**src/rtl/pipe_pkg.sv**
```systemverilog
// Shared definitions for the pipeline hazard controller.
// Holds the forwarding selects, the FSM state type and the zero register.
package pipe_pkg;

  localparam logic [1:0] FWD_RF    = 2'b00;
  localparam logic [1:0] FWD_EXMEM = 2'b10;
  localparam logic [1:0] FWD_MEMWB = 2'b01;

  localparam int REG_ZERO = 0;

  typedef enum logic {
    ST_RUN  = 1'b0,
    ST_BUSY = 1'b1
  } hz_state_e;

endpackage

```
**src/rtl/fwd_select.sv**
```systemverilog
// ALU operand forwarding mux select for one EX-stage source register.
// The younger EX/MEM result wins over MEM/WB; register 0 is never forwarded.
module fwd_select
  import pipe_pkg::*;
#(
  parameter int REG_W = 5
) (
  input  logic [REG_W-1:0] src,
  input  logic [REG_W-1:0] mem_rd,
  input  logic             mem_reg_write,
  input  logic [REG_W-1:0] wb_rd,
  input  logic             wb_reg_write,
  output logic [1:0]       sel
);

  localparam logic [REG_W-1:0] ZERO = REG_W'(REG_ZERO);

  // NOTE: every output of a combinational block gets a default first, so no path can infer a latch.
  always_comb begin
    sel = FWD_RF;
    if (mem_reg_write && (mem_rd != ZERO) && (mem_rd == src)) begin
      sel = FWD_EXMEM;
    end else if (wb_reg_write && (wb_rd != ZERO) && (wb_rd == src)) begin
      sel = FWD_MEMWB;
    end
  end

endmodule

```
**src/rtl/pipeline_hazard_ctrl.sv**
```systemverilog
// Hazard and scheduling controller: load-use, taken-branch and mult/div occupancy
// stalls/flushes for the front end, plus EX-stage operand forwarding selects.
module pipeline_hazard_ctrl
  import pipe_pkg::*;
#(
  parameter int MULDIV_LAT = 4,
  parameter int REG_W      = 5
) (
  input  logic             clk,
  input  logic             rst,
  input  logic [REG_W-1:0] id_rs,
  input  logic [REG_W-1:0] id_rt,
  input  logic             id_uses_rs,
  input  logic             id_uses_rt,
  input  logic             id_is_muldiv,
  input  logic             id_uses_hilo,
  input  logic [REG_W-1:0] ex_rs,
  input  logic [REG_W-1:0] ex_rt,
  input  logic [REG_W-1:0] ex_rd,
  input  logic             ex_mem_read,
  input  logic [REG_W-1:0] mem_rd,
  input  logic             mem_reg_write,
  input  logic [REG_W-1:0] wb_rd,
  input  logic             wb_reg_write,
  input  logic             ex_branch_taken,
  output logic             pc_write,
  output logic             ifid_write,
  output logic             ifid_flush,
  output logic             idex_flush,
  output logic [1:0]       fwd_a,
  output logic [1:0]       fwd_b,
  output logic             muldiv_busy
);

  localparam logic [REG_W-1:0] ZERO    = REG_W'(REG_ZERO);
  localparam logic [3:0]       OCC_LAT = 4'(MULDIV_LAT);

  hz_state_e  state, state_n;
  logic [3:0] occ, occ_n;
  logic       occ_busy;
  logic       load_use, hilo_hazard, stall, issue;
  logic [1:0] fwd_a_raw, fwd_b_raw;

  // ---------------------------------------------------------------------------
  // Hazard detection
  // ---------------------------------------------------------------------------
  assign occ_busy = (occ != 4'd0);

  assign load_use = ex_mem_read && (ex_rd != ZERO) &&
                    ((id_uses_rs && (id_rs == ex_rd)) ||
                     (id_uses_rt && (id_rt == ex_rd)));

  assign hilo_hazard = occ_busy && (id_uses_hilo || id_is_muldiv);

  // A taken branch squashes the stalled instruction, so it overrides any stall.
  assign stall = (load_use || hilo_hazard) && !ex_branch_taken;

  assign issue = id_is_muldiv && !stall && !ex_branch_taken && !occ_busy;

  // ---------------------------------------------------------------------------
  // Mult/div occupancy FSM
  // ---------------------------------------------------------------------------
  // NOTE: sequential state uses non-blocking assignments so every flop samples pre-edge values.
  always_ff @(posedge clk) begin
    if (rst) begin
      state <= ST_RUN;
      occ   <= 4'd0;
    end else begin
      state <= state_n;
      occ   <= occ_n;
    end
  end

  always_comb begin
    state_n = state;
    occ_n   = occ;
    case (state)
      ST_RUN: begin
        if (issue) begin
          state_n = ST_BUSY;
          occ_n   = OCC_LAT;
        end
      end
      ST_BUSY: begin
        // Branch flushes do not abort the in-flight operation; keep counting.
        occ_n = occ - 4'd1;
        if (occ == 4'd1) begin
          state_n = ST_RUN;
        end
      end
      default: begin
        state_n = ST_RUN;
        occ_n   = 4'd0;
      end
    endcase
  end

  // ---------------------------------------------------------------------------
  // Front-end control
  // ---------------------------------------------------------------------------
  always_comb begin
    pc_write   = 1'b1;
    ifid_write = 1'b1;
    ifid_flush = 1'b0;
    idex_flush = 1'b0;
    if (rst) begin
      pc_write   = 1'b0;
      ifid_write = 1'b0;
      ifid_flush = 1'b1;
      idex_flush = 1'b1;
    end else if (ex_branch_taken) begin
      ifid_flush = 1'b1;
      idex_flush = 1'b1;
    end else if (stall) begin
      pc_write   = 1'b0;
      ifid_write = 1'b0;
      idex_flush = 1'b1;
    end
  end

  assign muldiv_busy = occ_busy && !rst;

  // ---------------------------------------------------------------------------
  // Operand forwarding
  // ---------------------------------------------------------------------------
  fwd_select #(.REG_W(REG_W)) u_fwd_a (
    .src           (ex_rs),
    .mem_rd        (mem_rd),
    .mem_reg_write (mem_reg_write),
    .wb_rd         (wb_rd),
    .wb_reg_write  (wb_reg_write),
    .sel           (fwd_a_raw)
  );

  fwd_select #(.REG_W(REG_W)) u_fwd_b (
    .src           (ex_rt),
    .mem_rd        (mem_rd),
    .mem_reg_write (mem_reg_write),
    .wb_rd         (wb_rd),
    .wb_reg_write  (wb_reg_write),
    .sel           (fwd_b_raw)
  );

  assign fwd_a = rst ? FWD_RF : fwd_a_raw;
  assign fwd_b = rst ? FWD_RF : fwd_b_raw;

endmodule

```
**config.mk**
```make
export PLATFORM = sky130hd
export DESIGN_NAME = pipeline_hazard_ctrl
export DESIGN_NICKNAME = d
export VERILOG_FILES = /design/src/rtl/pipe_pkg.sv /design/src/rtl/fwd_select.sv /design/src/rtl/pipeline_hazard_ctrl.sv
export SDC_FILE = /design/constraint.sdc
export NUM_CORES = 1
export LEC_CHECK = 0
export ABC_AREA = 0
export CORE_UTILIZATION = 36
export CTS_BUF_LIST = sky130_fd_sc_hd__clkbuf_16
export DETAILED_ROUTE_END_ITERATION = 7
export GPL_ROUTABILITY_DRIVEN = 0
export PLACE_DENSITY_LB_ADDON = 0.3
export SLEW_MARGIN = 10
export SYNTH_ARGS = -nofsm -noshare
export SYNTH_HDL_FRONTEND = slang
export SYNTH_HIERARCHICAL = 1
export SYNTH_SLANG_ARGS = --single-unit
```
**constraint.sdc**
```tcl
create_clock -name clk -period 2.1 [get_ports clk]
set_clock_uncertainty 0.2 [all_clocks]
set_input_delay 0.42 -clock clk [delete_from_list [all_inputs] [get_ports clk]]
set_output_delay 0.42 -clock clk [all_outputs]
set_load 0.01 [all_outputs]
```
==> results of run 1 <==
worst register-to-register path: stages (launching register included):
cell and delay (ns):
dfxtp_1 0.30, inv_1 0.09, ha_1 0.19, nand2_1 0.09
buf_4 0.14, nor4b_1 0.35, a211oi_1 0.13
through the flow:
step / total power (W) / std cells
after CTS: 0.00102 / 206
after global routing: 0.00111 / 207
after floorplan: 0.000396 / 101
final: 0.00104 / 207
after detailed placement: 0.000731 / 202
after global placement: 0.000710 / 202
report_power, final:
part	internal [W]	switching, W
logic	0.000332	0.000255
registers	0.000126	0.0000249
clock network	0.000246	0.0000599
cells by family after synthesis:
logic type	count (synthesis)	synth area share
and+or+nand+nor	41	0.284
xor gates and xnor gates	29	0.307
AOI/OAI and AO/OA	17	0.210
buffers and inverters	6	0.0332
DFF	5	0.121
adders and majority gates	3	0.0453
flip-flops by register name, indices dropped and copies added, names as in the netlist:
signal / count
state: 1
occ: 4
layout make-up:
cell class | count | share of cell area
clock inverters | 1 | 0.00223
flip-flops and latches | 5 | 0.0593
repair buffers | 77 | 0.364
well taps | 28 | 0.0208
multi-input cells | 90 | 0.503
clock buffers | 3 | 0.0445
inverters | 3 | 0.00668
layer usage:
metal	vias to the layer above	wire, um	part of all wire	track usage
li1	520	-	-	-
met1	477	1140	0.37	0.250
met2	34	1790	0.58	0.505
met3	8	113	0.036	0.0494
met4	0	57	0.018	0.0714
met5	-	0	0	0
timing repair:
item,in CTS,in global routing
pin swaps,38,18
setup endpoints to repair,12,9
gates resized for setup,171,22
cloned,0,0
setup buffers,0,1
placed cells by master (no fill, tap or decap), types with 2 or more instances in the layout:
master	count
nor3_1	5
xnor2_1	10
nor2b_1	3
nor2_1	3
inv_1	4
clkdlybuf4s50_1	4
dfxtp_1	5
xor2_1	6
nand3_1	4
o41ai_4	2
nor4b_1	2
nand2_1	8
dlymetal6s2s_1	2
clkbuf_16	3
nor4_2	2
nand4_1	2
a211oi_2	2
ha_1	3
buf_2	23
a22o_1	3
buf_4	19
a21oi_1	3
nor3_2	2
nor2b_2	2
clkbuf_2	3
xnor2_2	13
clkdlybuf4s15_2	6
a31oi_1	2
dlygate4sd2_1	8
buf_6	10
worst paths after layout:
check | start | endpoint | slack [ns] | cells after the start
max reg2reg | occ[0] | occ[0] | 0.48 | 6
min reg2reg | occ[1] | occ[1] | 0.40 | 3
max | ex_rd[3] | ifid_write | -0.07 | 5
min | occ[1] | occ[1] | 0.40 | 3
==> impl_metrics.csv, run 1 <==
group,metric,value,unit
timing,slew_headroom,0.733,
yosys,synth_top_flop_cell,"dfxtp_1",
yosys,ys_seq_area_frac,0.121,
clocking,cts.sinks,5,
route,drc_errors,0,
floorplanning,chipWidth,50.0,um
route,wire_per_inst,15.0,um
final_layout,multiInputGateArea,848,um^2
timing,setup-tns-final,-0.247,ns
clocking,clkLatencyLatePin,0.23,ns
final_layout,fill_cells,155,
clocking,cts_max_level,1,
grt,overflow,0,
route,ant_nets,0,
grt,antenna_found_initial,0,
timing,rsz0062_at_grt,"true",
timing,hold_viol,0,
route,drt_iter0_drc,16,
yosys,yosysTopAreaCell,"xnor2_1",
route,routed_wl,3100,um
placement,portBuffers,53,
run_status,outcome,"complete, but fails checks",
final_layout,fin_area,0.00169,mm^2
yosys,syn_nets,149,
yosys,ys_seq_elements,5,
clocking,cts_tree,"done",
clocking,cts_hold_buf,0,
setup_path,crit_fanout,3,
placement,hpwl,2320,um
yosys,synth.avg_cell_area,8.20,um^2
run_status,violations,"negative setup slack",
setup_path,required,1.48,ns
placement,placed_area,0.00155,mm^2
run,max-cap-violations,0,
timing,slew_violations,0,
yosys,yosysMostFrequentCell,"xnor2_1",
timing,timing.hold.ws,0.398,ns
clocking,numCtsBuffers,3,
final_layout,drive_above_1_share,0.531,
floorplanning,pin_count,54,
setup_path,max_stage_delay,0.54,ns
route,firstDrtPassIters,6,
setup_path,endpoint_kind,"primary output",
yosys,netlist.area_leader.share,0.243,
final_layout,diodes,0,
grt,grt_pass1_wl,4790,um
grt,grt_pass1_vias,1162,
floorplanning,dieArea,0.00250,mm^2
placement,pre_cts_ws,-0.894,ns
timing,setup_viol,6,
timing,fin_ws,-0.0699,ns
setup_path,worstSetupPathType,"in2out",
final_layout,nets,228,
floorplanning,initial_utilization,0.378,
final_layout,seq_area,100,um^2
setup_path,cp_cell_sequence,"buf_6 > or4_4 > o211ai_4 > a22o_1 > buf_2",
worst_hold_path,hold_path.class,"reg2reg",
timing,period_share,1.03,
setup_path,critPathTopFamily,"simple AND/OR/NAND/NOR gates",
yosys,synthCells,101,
clocking,root_buffer,"clkbuf_16",
grt,grt_max_degree,13,
setup_path,cp_slowest_cell,"or4_4",
setup_path,cp_data_arrival_time,1.55,ns
route,drt-vias-per-instance,5.02,
clocking,cts.clk_slew.worst_paths,0.03,ns
power_and_ir_drop,irDropWorstVdd,0.000675,V
yosys,synth.area.top_cells,"xnor2_1, dfxtp_1, xor2_1",
yosys,ys_warn_count,6,
setup_path,crit_path_start_kind,"input pin",
setup_path,crit_buf_inv,2,
yosys,ys_async_sr_fraction,0,
power_and_ir_drop,power.density,619,mW/mm^2
power_and_ir_drop,p_leak,0.757,nW
final_layout,post-route-util,0.770,
floorplanning,chipHeight,50.0,um
timing,worst_pin_slew,0.394,ns
floorplanning,rows,17,
timing,fin_crit,2.17,ns
yosys,synth_common_cells,"xnor2_1, nand2_1, xor2_1",
final_layout,synthToLayoutAreaGrowth,104,%
yosys,ys_types,32,
clocking,clk_path_buf_depth,2,
grt,track_usage,0.250,
route,vias,1039,
yosys,synth_area,828,um^2
yosys,synth-edff-count,0,
timing,fmax,461,MHz
floorplanning,core,0.00219,mm^2
No activity file was read; power rests on OpenSTA's default activity.
==> run 2: changes to the inputs <==
--- a/config.mk
+++ b/config.mk
@@ -6,6 +6,7 @@
 export NUM_CORES = 1
 export LEC_CHECK = 0
 export ABC_AREA = 0
+export CORE_MARGIN = 1.5
 export CORE_UTILIZATION = 36
 export CTS_BUF_LIST = sky130_fd_sc_hd__clkbuf_16
 export DETAILED_ROUTE_END_ITERATION = 7
==> run 2 against run 1 <==
The flow still finishes with violations (negative setup slack). Worst hold slack better by 0.013 ns. Sequential cell count stayed put. Die area is 4.0% higher. Sequential power hardly changed. Cell count stayed put. Critical path type unchanged. Highest routed layer unchanged. Setup slack worse by 0.11 ns. Largest cell class unchanged. Cell area is 3.8% higher. Clock-buffer cell count stayed put. Total power is 5.3% higher. Via count is 9.7% higher.
==> impl_metrics.csv, run 2 (synthesis gave the netlist of run 1 again) <==
group,metric,value,unit
run_status,outcome,"complete, but fails checks",
run_status,violations,"negative setup slack",
setup_path,cp_cell_sequence,"buf_4 > xor2_1 > nor3_1 > nand3_1 > nor3_2 > nor2b_4 > buf_6",
clocking,cts.sinks,5,
final_layout,diodes,0,
grt,antenna_found_initial,0,
final_layout,final_common_cell,"buf_2",
final_layout,synthToLayoutAreaGrowth,111,%
timing,hold_viol,0,
route,ant_nets,0,
placement,portBuffers,53,
clocking,clkLatencyLatePin,0.23,ns
worst_hold_path,min_path_cells,3,
clocking,cts.clk_slew.worst_paths,0.04,ns
power_and_ir_drop,irDropWorstVdd,0.000674,V
setup_path,crit_path_start_kind,"input pin",
grt,track_usage,0.280,
clocking,numCtsBuffers,3,
timing,period_share,1.08,
final_layout,drive_above_1_share,0.520,
worst_hold_path,hold_path.class,"reg2reg",
final_layout,top_register,"occ",
power_and_ir_drop,power.density,628,mW/mm^2
setup_path,required,1.48,ns
route,routed_wl,3900,um
floorplanning,rows,17,
route,wire_per_inst,18.8,um
grt,grt_max_degree,13,
timing,timing.hold.ws,0.410,ns
clocking,clk_path_buf_depth,2,
timing,fin_ws,-0.178,ns
floorplanning,chipHeight,51.0,um
placement,placed_area,0.00154,mm^2
placement,hpwl,2530,um
route,vias,1140,
grt,overflow,0,
timing,rsz0062_at_grt,"true",
floorplanning,core,0.00219,mm^2
timing,worst_pin_slew,0.334,ns
timing,slew_headroom,0.774,
clocking,root_buffer,"clkbuf_16",
setup_path,reg2regPathDepth,6,
floorplanning,dieArea,0.00260,mm^2
clocking,cts_max_level,1,
setup_path,endpoint_kind,"primary output",
grt,grt_pass1_wl,5370,um
timing,setup_viol,7,
route,drt-vias-per-instance,5.51,
final_layout,fill_cells,146,
route,drt_iter0_drc,25,
power_and_ir_drop,p_leak,0.763,nW
power_and_ir_drop,power.total,0.00110,W
floorplanning,pin_count,54,
setup_path,cp_slowest_cell,"nor3_1",
timing,fmax,439,MHz
clocking,cts_tree,"done",
final_layout,multiInputGateArea,893,um^2
setup_path,crit_fanout,3,
final_layout,largest_register_ffs,4,
timing,fin_crit,2.28,ns
final_layout,seq_area,100,um^2
setup_path,cp_data_arrival_time,1.66,ns
final_layout,fin_area,0.00175,mm^2
route,drc_errors,0,
run,max-cap-violations,0,
floorplanning,chipWidth,51.0,um
final_layout,nets,228,
setup_path,worstSetupPathType,"in2out",
grt,grt_pass1_vias,1154,
final_layout,top_regs,"occ (4), state (1)",
final_layout,most-common-layout-cells,"buf_2, buf_4, buf_6, xnor2_2, xnor2_1",
floorplanning,initial_utilization,0.378,
route,firstDrtPassIters,4,
setup_path,max_stage_delay,0.24,ns
timing,slew_violations,0,
run 2: worst max-delay path, delay by kind of cell:
family | cells | cell delay (ns)
and+or+nand+nor | 4 | 0.81
buffers and inverters | 2 | 0.25
xor gates and xnor gates | 1 | 0.17
run 2: stage by stage:
step,std cells,util,TNS [ns],setup WS [ns]
global placement,201,0.704,-6.47,-0.813
global route,207,0.799,-0.772,-0.208
finish,207,0.799,-0.537,-0.178
CTS,207,0.771,-0.185,-0.0664
floorplan,101,-,-0.0502,-0.0502
detailed placement,201,0.704,-7.14,-0.874
run 2: worst paths after layout:
path	startpoint	to	slack [ns]
hold reg to reg	occ[1]	occ[1]	0.41
hold / removal	occ[1]	occ[1]	0.41
setup / recovery	ex_rs[0]	fwd_a[0]	-0.18
setup reg to reg	occ[1]	state	0.54
run 2: repair_timing:
action	in CTS	in global routing
hold buffers	0	0
endpoints found under the setup margin	10	7
gates resized for setup	188	18
buffers inserted	2	0
pin swaps	39	18
run 2: power by group:
part,internal (W),leakage [nW],total [W],switching [W]
Sequential,0.000126,0.0410,0.000153,0.0000274
Clock,0.000247,0.0423,0.000317,0.0000693
Combinational,0.000343,0.680,0.000630,0.000287
run 2: metal layers:
layer / wire length [um] / track usage
met5: 0 / 0
met4: 170 / 0.0946
met3: 146 / 0.0351
met2: 2210 / 0.556
met1: 1370 / 0.297
run 2: final cells by class:
cell class                      instances  share of cell area
Clock buffer                            3              0.0429
Clock inverter                          1             0.00214
Inverter                                3             0.00643
Multi-Input combinational cell         90               0.510
Sequential cell                         5              0.0572
Tap cell                               28              0.0200
Timing Repair Buffer                   77               0.361
==> run 3: changes to the inputs <==
--- a/config.mk
+++ b/config.mk
@@ -7,7 +7,7 @@
 export LEC_CHECK = 0
 export ABC_AREA = 0
 export CORE_MARGIN = 1.5
-export CORE_UTILIZATION = 36
+export CORE_UTILIZATION = 39
 export CTS_BUF_LIST = sky130_fd_sc_hd__clkbuf_16
 export DETAILED_ROUTE_END_ITERATION = 7
 export GPL_ROUTABILITY_DRIVEN = 0
==> constraint.sdc (replaced) <==
create_clock -name clk -period 2.8 [get_ports clk]
set_clock_uncertainty 0.2 [all_clocks]
set_input_delay 0.56 -clock clk [delete_from_list [all_inputs] [get_ports clk]]
set_output_delay 0.56 -clock clk [all_outputs]
set_load 0.01 [all_outputs]
==> run 3 against run 2 <==
The flow now finishes without violations. Die area fell by 7.2%. Highest routed layer unchanged. Worst hold slack got worse by 0.043 ns. Sequential power fell by 18%. Global-route usage fell by 4.3 points. Largest cell class unchanged. Sequential cell count did not move. Via count fell by 14%. Cell area fell by 11%. Sequential share of layout area rose by 0.68 points. Clock power fell by 27%.
==> impl_metrics.csv, run 3 (synthesis gave the netlist of run 1 again) <==
group,metric,value,unit
final_layout,synthToLayoutAreaGrowth,88.8,%
run,max-cap-violations,0,
setup_path,cp_data_arrival_time,1.98,ns
grt,overflow,0,
route,drt_iter0_drc,14,
setup_path,reg2regPathDepth,5,
floorplanning,chipHeight,49.1,um
power_and_ir_drop,switching_share,0.328,
timing,worst_pin_slew,0.341,ns
timing,fmax,365,MHz
route,vias,979,
setup_path,worstSetupPathType,"in2out",
route,routed_wl,2760,um
floorplanning,pin_count,54,
grt,grt_pass1_wl,4460,um
setup_path,crit_fanout,2,
setup_path,required,2.04,ns
final_layout,final_common_cell,"clkdlybuf4s50_1",
final_layout,fin_area,0.00156,mm^2
power_and_ir_drop,power.share.clock,0.338,
final_layout,top_regs,"occ (4), state (1)",
worst_hold_path,min_from,"occ[3]",
grt,grt_max_degree,13,
power_and_ir_drop,p_leak,0.678,nW
power_and_ir_drop,p_int,0.000462,W
run_status,outcome,"finished clean",
floorplanning,chipWidth,49.1,um
floorplanning,core,0.00198,mm^2
grt,track_usage,0.237,
grt,met1_usage,0.217,
placement,hpwl,2220,um
timing,fin_crit,2.74,ns
setup_path,endpoint_kind,"primary output",
route,drt-vias-per-instance,5.02,
final_layout,fill_cells,144,
final_layout,largest_register_ffs,4,
timing,slew_headroom,0.770,
final_layout,most-common-layout-cells,"clkdlybuf4s50_1, xnor2_1, dlygate4sd2_1, buf_4",
floorplanning,dieArea,0.00241,mm^2
setup_path,cp-endpoint,"fwd_a[0]",
timing,setup_viol,0,
clocking,cts.sinks,5,
clocking,clkLatencyLatePin,0.23,ns
final_layout,nets,217,
grt,grtUsageMet3,0.0583,
final_layout,multiInputGateArea,733,um^2
final_layout,top_register,"occ",
grt,antenna_found_initial,0,
power_and_ir_drop,power.density,440,mW/mm^2
final_layout,diodes,0,
timing,timing.hold.ws,0.367,ns
power_and_ir_drop,p_switching,0.000226,W
timing,period_share,0.979,
clocking,cts.clk_slew.worst_paths,0.03,ns
grt,met2_usage,0.482,
setup_path,r2r_end,"occ[1]",
timing,slew_violations,0,
grt,grt_pass1_vias,1069,
setup_path,cp-startpoint,"wb_rd[1]",
route,drc_errors,0,
timing,rsz0062_at_grt,"true",
placement,placed_area,0.00147,mm^2
clocking,numCtsBuffers,3,
grt,grt_most_used_layer,"met2",
floorplanning,initial_utilization,0.418,
power_and_ir_drop,irDropWorstVdd,0.000538,V
route,wire_per_inst,14.2,um
floorplanning,rows,16,
clocking,postCtsSetupRepairBufs,0,
clocking,root_buffer,"clkbuf_16",
setup_path,r2r_setup_slack,1.24,ns
final_layout,drive_above_1_share,0.238,
final_layout,seq_area,100,um^2
clocking,cts_tree,"done",
clocking,clk_path_buf_depth,2,
placement,portBuffers,53,
power_and_ir_drop,pwr-share-seq,0.181,
route,ant_nets,0,
power_and_ir_drop,p_comb_frac,0.481,
clocking,cts_max_level,1,
timing,hold_viol,0,
worst_hold_path,hold_path.class,"reg2reg",
setup_path,crit_path_start_kind,"input pin",
route,firstDrtPassIters,4,
setup_path,timing.rr.start,"occ[1]",
## run 3: cell types whose count changed in the layout (fill, tap and decap cells not counted), moves of 6 or more
| cell | previous run | this run |
|---|---|---|
| buf_2 | 22 | 4 |
| clkdlybuf4s15_1 | 7 | 0 |
| xnor2_2 | 11 | 2 |
| xnor2_1 | 9 | 21 |
| dlymetal6s2s_1 | 1 | 8 |
| dlygate4sd2_1 | 7 | 17 |
| buf_6 | 13 | 1 |
| clkdlybuf4s50_1 | 5 | 22 |
| buf_4 | 18 | 12 |
## run 3: power by group through the flow
stage	Sequential (W)	Combinational (W)	Clock, W
after floorplan	0.000109	0.000188	0
after global placement	0.000120	0.000334	0
after detailed placement	0.000122	0.000344	0
after CTS	0.000124	0.000332	0.000234
after global routing	0.000129	0.000360	0.000238
final	0.000125	0.000331	0.000232
## run 3: worst min-delay path by stage
stage | to | slack, ns | cells past startpoint
after floorplan | occ[1] | 0.28 | 2
after global placement | occ[3] | 0.30 | 2
after detailed placement | occ[3] | 0.33 | 2
after CTS | occ[1] | 0.36 | 2
after global routing | occ[1] | 0.38 | 2
final | occ[3] | 0.37 | 2
## run 3: repair_timing
item,4_1_cts,5_1_grt
resized for setup,44,12
hold buffers,0,0
pin swaps,10,14
endpoints found under the setup margin,7,6
## run 3: stage by stage
| stage | power (W) | TNS [ns] | utilization | instances | setup WS, ns |
|---|---|---|---|---|---|
| after floorplan | 0.000297 | 0 | - | 101 | 0.369 |
| after global placement | 0.000454 | -2.62 | 0.744 | 191 | -0.396 |
| after detailed placement | 0.000466 | -2.94 | 0.744 | 191 | -0.472 |
| after CTS | 0.000689 | -0.00335 | 0.780 | 195 | -0.00335 |
| after global routing | 0.000727 | -0.00945 | 0.789 | 195 | -0.00945 |
| final | 0.000688 | 0 | 0.789 | 195 | 0.0574 |
## run 3: area by class of cell
class | count | area share
repair buffers | 66 | 0.388
inverters | 3 | 0.00720
well taps | 27 | 0.0216
multi-input cells | 90 | 0.469
clock buffers | 3 | 0.0480
clock inverters | 1 | 0.00240
flip-flops and latches | 5 | 0.0640
## run 3: layer usage
metal	share of wire	routed length (um)
met4	0.021	57
met3	0.046	126
met2	0.57	1580
met5	0	0
met1	0.36	997
## run 3: critical path: stages
cell             delay (ns)
clkdlybuf4s50_1        0.44
xor2_1                 0.16
nor3_1                 0.21
nand3_1                0.13
nor3_2                 0.10
nor2b_2                0.16
clkdlybuf4s15_2        0.23
